### src/rtl/aer_rate_encoder_feeder.sv
// aer_rate_encoder_feeder: rate-codes pixel RAM samples into 4-phase AER spike events
// Reads one 8-bit pixel per input neuron, compares it with a 16-bit Galois LFSR each
// time step and emits a spike event when the pixel wins; a marker event closes every
// step. After the last step it waits for the core's process-done, then pulses done.
// Ports:
//   i_clk, i_rst_n        clock (rising edge), synchronous active-low reset
//   i_start, i_seed       start pulse (ignored while busy) and LFSR seed (0 -> 16'hACE1)
//   o_pix_rd_en/o_pix_addr/i_pix_data  pixel RAM port, data valid one cycle after read
//   o_aerin_addr/o_aerin_req/i_aerin_ack  4-phase AER event handshake towards the core
//   i_process_done        core finished the sample (only honoured while waiting for it)
//   o_busy, o_sample_done, o_event_cnt  status, one-cycle done pulse, saturating spike count
module aer_rate_encoder_feeder #(
   parameter int                   TIME_STEP      = 8,
   parameter int                   INPUT_NEURON   = 784,
   parameter int                   AER_WIDTH      = 12,
   parameter int                   PIX_ADDR_WIDTH = 10,
   parameter logic [AER_WIDTH-1:0] STEP_MARKER    = 12'hFFF
) (
   input  logic                      i_clk,
   input  logic                      i_rst_n,
   input  logic                      i_start,
   input  logic [15:0]               i_seed,
   output logic                      o_pix_rd_en,
   output logic [PIX_ADDR_WIDTH-1:0] o_pix_addr,
   input  logic [7:0]                i_pix_data,
   output logic [AER_WIDTH-1:0]      o_aerin_addr,
   output logic                      o_aerin_req,
   input  logic                      i_aerin_ack,
   input  logic                      i_process_done,
   output logic                      o_busy,
   output logic                      o_sample_done,
   output logic [15:0]               o_event_cnt
);
   localparam int          TW        = (TIME_STEP > 1) ? $clog2(TIME_STEP) : 1;
   localparam logic [15:0] LFSR_INIT = 16'hACE1;

   typedef enum logic [3:0] {
      S_IDLE, S_READ, S_CMP, S_REQ, S_ACK_HI, S_ACK_LO, S_NEXT, S_WAIT_DONE, S_DONE
   } state_t;

   state_t                    r_state, w_next;
   logic [PIX_ADDR_WIDTH-1:0] r_pix;
   logic [TW-1:0]             r_t;
   logic [15:0]               r_lfsr, r_cnt, w_lfsr_nxt;
   logic [AER_WIDTH-1:0]      r_addr;
   logic                      r_req, r_marker;
   logic                      w_spike, w_last_pix, w_last_step;

   // pixel 0 can never spike because the compare is strict
   assign w_spike     = i_pix_data > r_lfsr[7:0];
   assign w_lfsr_nxt  = {1'b0, r_lfsr[15:1]} ^ (r_lfsr[0] ? 16'hB400 : 16'h0000);
   assign w_last_pix  = r_pix == PIX_ADDR_WIDTH'(INPUT_NEURON - 1);
   assign w_last_step = r_t == TW'(TIME_STEP - 1);

   assign o_pix_addr   = r_pix;
   assign o_aerin_addr = r_addr;
   assign o_aerin_req  = r_req;
   assign o_event_cnt  = r_cnt;

   always_ff @(posedge i_clk) begin
      if (!i_rst_n) r_state <= S_IDLE;
      else          r_state <= w_next;
   end

   always_comb begin
      w_next = r_state;
      case (r_state)
         S_IDLE:      if (i_start) w_next = S_READ;
         S_READ:      w_next = S_CMP;
         S_CMP:       w_next = w_spike ? S_REQ : S_NEXT;
         // REQ is held off while the core still shows ACK from an earlier event
         S_REQ:       if (!i_aerin_ack) w_next = S_ACK_HI;
         S_ACK_HI:    if (i_aerin_ack) w_next = S_ACK_LO;
         S_ACK_LO:    if (!i_aerin_ack) w_next = !r_marker ? S_NEXT : w_last_step ? S_WAIT_DONE : S_READ;
         S_NEXT:      w_next = w_last_pix ? S_REQ : S_READ;
         S_WAIT_DONE: if (i_process_done) w_next = S_DONE;
         S_DONE:      w_next = S_IDLE;
         default:     w_next = S_IDLE;
      endcase
   end

   always_comb begin
      o_pix_rd_en   = r_state == S_READ;
      o_busy        = r_state != S_IDLE;
      o_sample_done = r_state == S_DONE;
   end

   always_ff @(posedge i_clk) begin
      if (!i_rst_n) begin
         r_pix    <= '0;
         r_t      <= '0;
         r_lfsr   <= LFSR_INIT;
         r_cnt    <= '0;
         r_addr   <= '0;
         r_req    <= 1'b0;
         r_marker <= 1'b0;
      end else begin
         case (r_state)
            S_IDLE: if (i_start) begin
               r_pix    <= '0;
               r_t      <= '0;
               r_cnt    <= '0;
               r_marker <= 1'b0;
               r_lfsr   <= (i_seed == 16'h0000) ? LFSR_INIT : i_seed;
            end
            S_CMP: begin
               r_lfsr <= w_lfsr_nxt;
               if (w_spike) begin
                  r_addr   <= AER_WIDTH'(r_pix);
                  r_marker <= 1'b0;
               end
            end
            S_REQ:    if (!i_aerin_ack) r_req <= 1'b1;
            S_ACK_HI: if (i_aerin_ack) r_req <= 1'b0;
            S_ACK_LO: if (!i_aerin_ack) begin
               if (r_marker) begin
                  if (!w_last_step) begin
                     r_t   <= r_t + 1'b1;
                     r_pix <= '0;
                  end
               end else if (r_cnt != 16'hFFFF) r_cnt <= r_cnt + 1'b1;
            end
            S_NEXT: begin
               if (w_last_pix) begin
                  r_addr   <= STEP_MARKER;
                  r_marker <= 1'b1;
               end else r_pix <= r_pix + 1'b1;
            end
            default: ;
         endcase
      end
   end
endmodule

### config.mk
export PLATFORM = sky130hd
export DESIGN_NAME = aer_rate_encoder_feeder
export DESIGN_NICKNAME = d
export VERILOG_FILES = /design/src/rtl/aer_rate_encoder_feeder.sv
export SDC_FILE = /design/constraint.sdc
export NUM_CORES = 1
export LEC_CHECK = 0
export ABC_AREA = 1
export ABC_CLOCK_PERIOD_IN_PS = 4900
export BUFFER_PORTS_ARGS = -buffer_cell sky130_fd_sc_hd__buf_4
export CORE_AREA = 2 2 123 125
export CTS_BUF_LIST = sky130_fd_sc_hd__clkbuf_8
export DETAILED_ROUTE_END_ITERATION = 6
export DIE_AREA = 0 0 125 127
export HOLD_SLACK_MARGIN = 0.15
export PLACE_DENSITY = 0.49
export SLEW_MARGIN = 20
export SYNTH_ARGS = -nofsm -noshare
export SYNTH_HDL_FRONTEND = slang
export SYNTH_SLANG_ARGS = --single-unit
export TNS_END_PERCENT = 1
### constraint.sdc
create_clock -name i_clk -period 4.9 [get_ports i_clk]
set_input_delay 0.49 -clock i_clk [delete_from_list [all_inputs] [get_ports i_clk]]
set_output_delay 0.49 -clock i_clk [all_outputs]
set_load 0.005 [all_outputs]
Word-level counts from Yosys, hierarchy flattened
Index checks and enable logic that the tools add are counted.

storage, ports and cells
  flip-flop bits (word level) = 63
  input port bits = 29
  output and inout bits = 42
  logic and storage cells = 93

operators by class
  add/sub/neg operators = 3
  $lt $le $gt $ge = 1
  eq/ne operators = 23
  muxes and demuxes = 40
  bitwise gates (word level) = 1
  reduce and logical (&&, ||, !) cells = 17

operator list
  kind                     count
  $mux W16                 7
  $pmux W16 S2             2
  $mux W10                 5
  $pmux W4 S8              1
  $pmux W10 S3             1
  $mux W12                 2
  $ne A2 B2 Y1 const B     12
  $pmux W12 S2             1
  $mux W3                  7
  $mux W4                  5
  $add A16 B1 Y16 const B  1
  $eq A4 B3 Y1 const B     4
  $logic_not A16 Y1        1
  $ne A16 B16 Y1 const B   1
  $xor A15 B16 Y16         1
  $reduce_and A5 Y1        3
  $add A10 B1 Y10 const B  1
  $eq A10 B10 Y1 const B   1
  $eq A4 B2 Y1 const B     2
  $gt A8 B8 Y1             1
  $reduce_bool A2 Y1       4
  $pmux W3 S2              1
  $reduce_and A3 Y1        2
  $reduce_and A6 Y1        1
  13 further kinds         18

Longest topological paths before layout
Gate-level depths: netlist of run 1.

  depth after elaboration = 5
  mapped depth = 14
  mapped depth without buffers = 14

Least setup slack after synthesis of run 1
OpenSTA, ideal clock, no wires.

  kind = register to register
  start point = register r_cnt[0] (netlist: o_event_cnt[0])
  end point = register r_cnt[6] (netlist: o_event_cnt[6])
  setup time = 0.132 ns
  data arrival time = 1.535 ns
  slack = 3.233 ns
  cell stages (with the launch flop) = 10
  buffers on the path = 1
  clock period less this slack = 1.667 ns
  cells stage by stage = dfxtp_1 -> ha_1 -> nand2_1 -> nor3_4 -> nand4_1 -> nand2_4 -> inv_2 -> buf_6 -> nand3_1 -> a21oi_1

on the way
  longest elaborated chain between the ends = 5

RTL lines
  what                    RTL line  RTL
  start, declared         44        logic [15:0] r_lfsr, r_cnt, w_lfsr_nxt;
  start signal, assigned  121       end else if (r_cnt != 16'hFFFF) r_cnt <= r_cnt + 1'b1;
  $add A16 B1 Y16         121
  $mux W16                121
  $mux W16                116       if (r_marker) begin
  $mux W16                115       S_ACK_LO: if (!i_aerin_ack) begin
  $pmux W16 S2            98        case (r_state)

Several ways; a longest one is shown, not always the timed one. The select of a mux whose other input is x is not followed.
A chain may end at the register's enable or synchronous reset.

Worst setup path after layout of run 1
  start point = register r_state[1]
  end point = register r_addr[5] (netlist: o_aerin_addr[5])

on the way
  longest elaborated chain between the ends = 3

RTL lines
  what                                                                        RTL line  RTL
  start, declared                                                             41        state_t r_state, w_next;
  start signal, assigned                                                      62        else r_state <= w_next;
  $eq A4 B3 Y1 / $eq A4 B2 Y1 (equally long branches)                         98
  $ne A2 B2 Y1 (no source line) / $reduce_bool A2 Y1 (equally long branches)  -
  $reduce_and A3 Y1 (no source line)                                          -
  end signal, assigned                                                        109       r_addr <= AER_WIDTH'(r_pix);
  end, declared                                                               45        logic [AER_WIDTH-1:0] r_addr;

Several ways; a longest one is shown, not always the timed one.

==> results of run 1 <==
[layer usage]
metal | up-vias | global-route usage (%)
li1 | 1854 | -
met2 | 67 | 21.84
met4 | 0 | 4.510
met3 | 5 | 2.554
met5 | - | 0
met1 | 1631 | 16.47
[area by class of cell]
cell class	instances	area share [%]
Multi-Input combinational cell	391	44.72
Tap cell	184	5.182
Timing Repair Buffer	70	11.83
Clock inverter	6	1.577
Sequential cell	62	27.94
Inverter	67	5.660
Clock buffer	10	3.098
[cells by family after synthesis]
family	Yosys count	synth area share, %
buffers and inverters	84	9.916
adder cells (fa/ha/maj)	12	4.190
XOR/XNOR	13	3.177
AO/OA/AOI/OAI	81	12.53
AND/OR/NAND/NOR	285	35.54
flip-flops	62	34.64
[cells in the mapped netlist, types with 8 or more instances]
| master | n | area (µm²) |
|---|---|---|
| nor2_1 | 66 | 247.7 |
| inv_2 | 10 | 37.54 |
| ha_1 | 12 | 150.1 |
| dfxtp_1 | 62 | 1241 |
| nand4_1 | 8 | 50.05 |
| a21oi_1 | 42 | 210.2 |
| o21ai_0 | 20 | 100.1 |
| nand2_1 | 147 | 551.8 |
| nand3_1 | 32 | 160.2 |
| nor3_1 | 12 | 60.06 |
| xor2_1 | 12 | 105.1 |
| inv_1 | 56 | 210.2 |
[power breakdown]
part / internal [µW] / switching (µW) / total, µW
combinational: 309 / 581 / 890
clock: 251 / 223 / 475
sequential: 615 / 88.7 / 704
total: 1180 / 894 / 2070
[registers in the layout, indices dropped and copies added, names as in the netlist]
| register | cells |
|---|---|
| r_marker | 1 |
| r_lfsr | 16 |
| r_t | 3 |
| o_aerin_req | 1 |
| o_event_cnt | 16 |
| o_pix_addr | 10 |
| r_state | 4 |
| o_aerin_addr | 11 |
[cells in the final DEF, fill, tap and decap left out, drive strengths merged, types with 2 or more instances in the layout]
cell	netlist	routed
nand2	154	154
nor2	73	73
buf	9	70
inv	66	68
dfxtp	62	62
a21oi	43	43
nand3	33	33
o21ai	21	21
nor3	14	14
xor2	12	12
ha	12	12
clkbuf	8	10
nand4	9	9
a31oi	7	7
o2111ai	4	4
clkinvlp	0	3
o211ai	2	2
[path summary, 6_finish.rpt]
check                                 end  slack [ps]  cells past startpoint
min               r_lfsr[14]$_SDFFE_PN0P_         420                      3
max reg2reg  o_aerin_addr[5]$_SDFFE_PN0P_        2800                      7
min reg2reg  o_aerin_addr[3]$_SDFFE_PN0P_         450                      2
max          o_aerin_addr[5]$_SDFFE_PN0P_        2800                      7
[tightest hold or removal path, delay by kind of cell]
kind | cells | cell delay, ps
AO/OA/AOI/OAI | 1 | 70
buffers and inverters | 1 | 110
AND/OR/NAND/NOR | 1 | 50
[per-stage QoR]
| stage | util (%) | setup WS (ps) | area, µm² |
|---|---|---|---|
| 3_3_place_gp | 29.36 | 2525 | 4235 |
| 3_5_place_dp | 29.36 | 2422 | 4235 |
| 6_report | 30.80 | 2799 | 4443 |
| 4_1_cts | 30.80 | 2713 | 4443 |
| 5_1_grt | 30.80 | 2463 | 4443 |
| 2_1_floorplan | - | 3233 | 3583 |
==> flow_summary_export.csv, run 1 <==
group,metric,value,unit
detailed_routing,maxUsedRoutingLayer,"met4",
layout,fin_nets,642,
die,rows,44,
global_routing,antenna_found_initial,0,
clocking,clkTransAtPathRegs,80,ps
clocking,hold_buffers,0,
critical_path,path_max_fanout,15,
global_routing,grt_use_total,12.91,%
die,die_width,125,µm
die,initial_core_util,24.84,%
layout,multi_input_comb_area,1987,µm²
clocking,cts_tree,"done",
detailed_routing,post_drt_via_cell_ratio,4.503,
critical_path,cp-start-kind,"flip-flop",
global_routing,grt_pass1_wl,16.75,mm
die,die_area,15880,µm²
detailed_routing,route.met3.wl,399,µm
detailed_routing,met2_length,4.926,mm
sta,relSlewSlack,54.67,%
sta,fin_tns_setup,0,ps
clocking,cts_inserted_buffers,9,
hold_path,hold_class,"primary input to flip-flop",
yosys,ys_seq_area_share,34.64,%
sta,rsz0062_at_grt,"false",
detailed_routing,wire_per_inst,12.77,µm
critical_path,end_kind,"flip-flop",
power_and_ir_drop,power_density,465.7,nW/µm²
clocking,cts-htree-levels,3,
detailed_routing,routed_wl,10.09,mm
critical_path,crit_chain,"nand2_1 -> inv_1 -> nand2_2 -> inv_1 -> nand3_1 -> o21ai_0 -> a21oi_1",
clocking,cts_resized,0,
layout,final_cells,790,
power_and_ir_drop,p_leak,0.001952,µW
sta,fin_worst_skew,13.06,ps
detailed_routing,vias,3557,
yosys,synth_cell_types,38,
critical_path,regToRegStartpoint,"r_state[1]$_SDFFE_PN0P_",
die,core,14420,µm²
layout,drive_above_1_share,19.31,%
critical_path,path_delay_family,"simple AND/OR/NAND/NOR gates",
sta,setup_viol,0,
critical_path,critPathRequiredTime,5110,ps
power_and_ir_drop,ir_worst_vdd,0.0001546,V
critical_path,crit_start,"r_state[1]$_SDFFE_PN0P_",
sta,fin_crit_sh,42.87,%
yosys,synth_flop_cell,"dfxtp_1",
critical_path,path_class,"flip-flop to flip-flop",
clocking,clk_latency,350,ps
power_and_ir_drop,power.total,2069,µW
detailed_routing,antenna_left,0,
sta,hold_ws,421.0,ps
die,io_pins,71,
sta,slew_violations,0,
sta,max_freq,476.0,MHz
detailed_routing,firstDrtPassIters,4,
sta,period_needed,2101,ps
critical_path,cp_common_cell,"inv_1",
layout,diodes,0,
detailed_routing,drt-met1-wl,4.676,mm
critical_path,cp_slowest_stage_delay,450,ps
clocking,postCtsSetupRepairBufs,0,
placed_design,placedCellCount,774,
yosys,synth_seq_cells,62,
layout,syn_to_final_growth,23.99,%
clocking,cts_root_buffer,"clkbuf_8",
detailed_routing,first_iter_violations,213,
layout,nFillCells,1572,
yosys,syn_nets,578,
status,status,"finished, final reports clean",
critical_path,cpMaxStageDelayCell,"nand3_1",
yosys,avgSynthCellArea,6.673,µm²
die,die-height,127,µm
placed_design,gp_congestion,0.8207,
global_routing,grt_pass1_vias,3442,
detailed_routing,drc,0,
clocking,clock_sinks,62,
yosys,async_flop_share,0,%
yosys,synth_warnings,0,
global_routing,grt.overflow.total,0,
critical_path,cp.buffers_inverters,2,
layout,regArea,1241,µm²
critical_path,arrival,2310,ps
placed_design,portBuffers,70,
global_routing,grt_max_degree,36,
flow_run,drv_cap,0,
clocking,cts_buffer_depth,2,
yosys,netlist_instances,537,
yosys,synth-edff-count,0,
hold_path,holdCritStartpoint,"i_seed[14]",
sta,hold_violations,0,
sta,tightest_slew,679.0,ps
yosys,synthesis.area,3583,µm²
placed_design,hpwl,7.429,mm
Power figures use the tool's default switching activity.
==> inputs of run 2 (changes only) <==
--- a/config.mk
+++ b/config.mk
@@ -6,14 +6,14 @@
 export NUM_CORES = 1
 export LEC_CHECK = 0
 export ABC_AREA = 1
-export ABC_CLOCK_PERIOD_IN_PS = 4900
+export ABC_CLOCK_PERIOD_IN_PS = 1700
 export BUFFER_PORTS_ARGS = -buffer_cell sky130_fd_sc_hd__buf_4
 export CORE_AREA = 2 2 123 125
 export CTS_BUF_LIST = sky130_fd_sc_hd__clkbuf_8
 export DETAILED_ROUTE_END_ITERATION = 6
 export DIE_AREA = 0 0 125 127
 export HOLD_SLACK_MARGIN = 0.15
-export PLACE_DENSITY = 0.49
+export PLACE_DENSITY = 0.51
 export SLEW_MARGIN = 20
 export SYNTH_ARGS = -nofsm -noshare
 export SYNTH_HDL_FRONTEND = slang
==> constraint.sdc (replaced) <==
create_clock -name i_clk -period 1.7 [get_ports i_clk]
set_input_delay 0.17 -clock i_clk [delete_from_list [all_inputs] [get_ports i_clk]]
set_output_delay 0.17 -clock i_clk [all_outputs]
set_load 0.005 [all_outputs]
==> flow_summary_export.csv, run 2 (same netlist as run 1, synthesis figures left out) <==
group,metric,value,unit
hold_path,hold_class,"primary input to flip-flop",
die,initial_core_util,24.84,%
flow_run,drv_cap,0,
sta,hold_ws,182.9,ps
placed_design,placedCellCount,814,
critical_path,end_kind,"flip-flop",
clocking,clk_latency,360,ps
die,rows,44,
power_and_ir_drop,ir_worst_vdd,0.0005189,V
layout,syn_to_final_growth,47.03,%
sta,finalWorstSetupSlack,38.77,ps
die,io_pins,71,
global_routing,grt_use_total,13.88,%
critical_path,reg2reg_to,"o_event_cnt[13]$_SDFFE_PN0P_",
global_routing,grt_pass1_vias,3777,
placed_design,place_ws,-21.51,ps
layout,layout_common_cells,"nand2_1, buf_4, nor2_1, inv_1, dfxtp_1",
clocking,clock_sinks,62,
critical_path,regToRegStartpoint,"o_event_cnt[1]$_SDFFE_PN0P_",
hold_path,holdCritStartpoint,"i_seed[10]",
clocking,cts_inserted_buffers,9,
detailed_routing,firstDrtPassIters,4,
sta,period_needed,1661,ps
layout,final_cells,852,
power_and_ir_drop,p_leak,0.002311,µW
die,die_width,125,µm
power_and_ir_drop,power.total,6950,µW
die,die_area,15880,µm²
global_routing,grt_pass1_wl,17.94,mm
critical_path,arrival,1900,ps
layout,drive_above_1_share,32.78,%
detailed_routing,routed_wl,11.17,mm
detailed_routing,vias,3904,
power_and_ir_drop,power_density,1319,nW/µm²
placed_design,portBuffers,70,
sta,hold_violations,0,
sta,fin_crit_sh,97.72,%
placed_design,gp_congestion,0.8809,
sta,tightest_slew,480.5,ps
clocking,cts_root_buffer,"clkbuf_8",
status,status,"finished, final reports clean",
critical_path,cp-start-kind,"flip-flop",
detailed_routing,drc,0,
hold_path,hold-path-cell-count,5,
sta,setup_viol,0,
critical_path,path_class,"flip-flop to flip-flop",
critical_path,ff2ff_setup_slack,40,ps
global_routing,grt.overflow.total,0,
clocking,clkTransAtPathRegs,80,ps
layout,mostFrequentLayoutCell,"nand2_1",
clocking,cts-htree-levels,3,
global_routing,grt_max_degree,35,
sta,rsz0062_at_grt,"true",
die,core,14420,µm²
hold_path,worstHoldEndpoint,"r_lfsr[10]$_SDFFE_PN1P_",
layout,fin_nets,704,
detailed_routing,antenna_left,0,
clocking,cts_buffer_depth,2,
critical_path,reg2reg_depth,9,
global_routing,antenna_found_initial,0,
placed_design,hpwl,8.019,mm
clocking,cts_tree,"done",
detailed_routing,wire_per_inst,13.10,µm
critical_path,critPathRequiredTime,1930,ps
layout,diodes,0,
detailed_routing,first_iter_violations,199,
sta,relSlewSlack,67.97,%
detailed_routing,post_drt_via_cell_ratio,4.582,
sta,fin_worst_skew,8.977,ps
sta,slew_violations,0,
die,die-height,127,µm
critical_path,path_max_fanout,5,
sta,max_freq,602.0,MHz
run 2: per-layer routing:
metal	global-route usage, %	vias to the layer above	share of wire (%)
li1	-	1994	-
met1	16.88	1807	45
met2	24.14	87	49
met3	3.601	16	4.3
met4	4.314	0	1.5
met5	0	-	0
run 2: worst max path at each step:
stage / start / to / slack (ps) / depth (start not counted)
after floorplan: o_event_cnt[0]$_SDFFE_PN0P_ / o_event_cnt[6]$_SDFFE_PN0P_ / 30 / 9
after global placement: r_state[2]$_SDFFE_PN0P_ / o_event_cnt[10]$_SDFFE_PN0P_ / 2 / 10
after detailed placement: r_state[2]$_SDFFE_PN0P_ / o_event_cnt[10]$_SDFFE_PN0P_ / -20 / 10
after CTS: r_lfsr[3]$_SDFFE_PN0P_ / o_aerin_addr[3]$_SDFFE_PN0P_ / -5 / 12
after global routing: o_event_cnt[1]$_SDFFE_PN0P_ / o_event_cnt[13]$_SDFFE_PN0P_ / -40 / 9
final: o_event_cnt[1]$_SDFFE_PN0P_ / o_event_cnt[13]$_SDFFE_PN0P_ / 40 / 9
run 2: area by class of cell:
cell class | instances | area [µm²]
Fill cell | 1593 | 9155
Multi-Input combinational cell | 392 | 2240
Sequential cell | 62 | 1256
Timing Repair Buffer | 131 | 1057
Inverter | 67 | 254.0
Tap cell | 184 | 230.2
Clock buffer | 10 | 137.6
Clock inverter | 6 | 93.84
run 2: power breakdown:
group          total [µW]  internal (µW)  switching (µW)
logic                3410           1410            2000
registers            2000           1790             212
clock network        1530            875             658
run 2: metrics by stage:
step | util, % | TNS, ps | cell area [µm²]
detailed placement | 31.53 | -29.62 | 4548
floorplan | - | 0 | 3583
CTS | 34.23 | -10.24 | 4937
finish | 36.53 | 0 | 5269
global route | 36.53 | -404.0 | 5269
global placement | 31.53 | 0 | 4548
run 2: repair_timing:
item,CTS,global route
cloned,0,2
hold buffers,15,0
resized for setup,3,77
endpoints found under the hold margin,16,0
buffers inserted,0,5
pin swaps,0,18
endpoints found under the setup margin,7,41
run 2: worst max-delay path: stages, from the launching register on:
cell and delay, ps:
dfxtp_2 350, ha_4 150, nand2_4 60, nor3_4 210, nand4_1 240, nand2_4 210, buf_12 130, nor2_2 30
a21oi_1 110, nor2_1 50
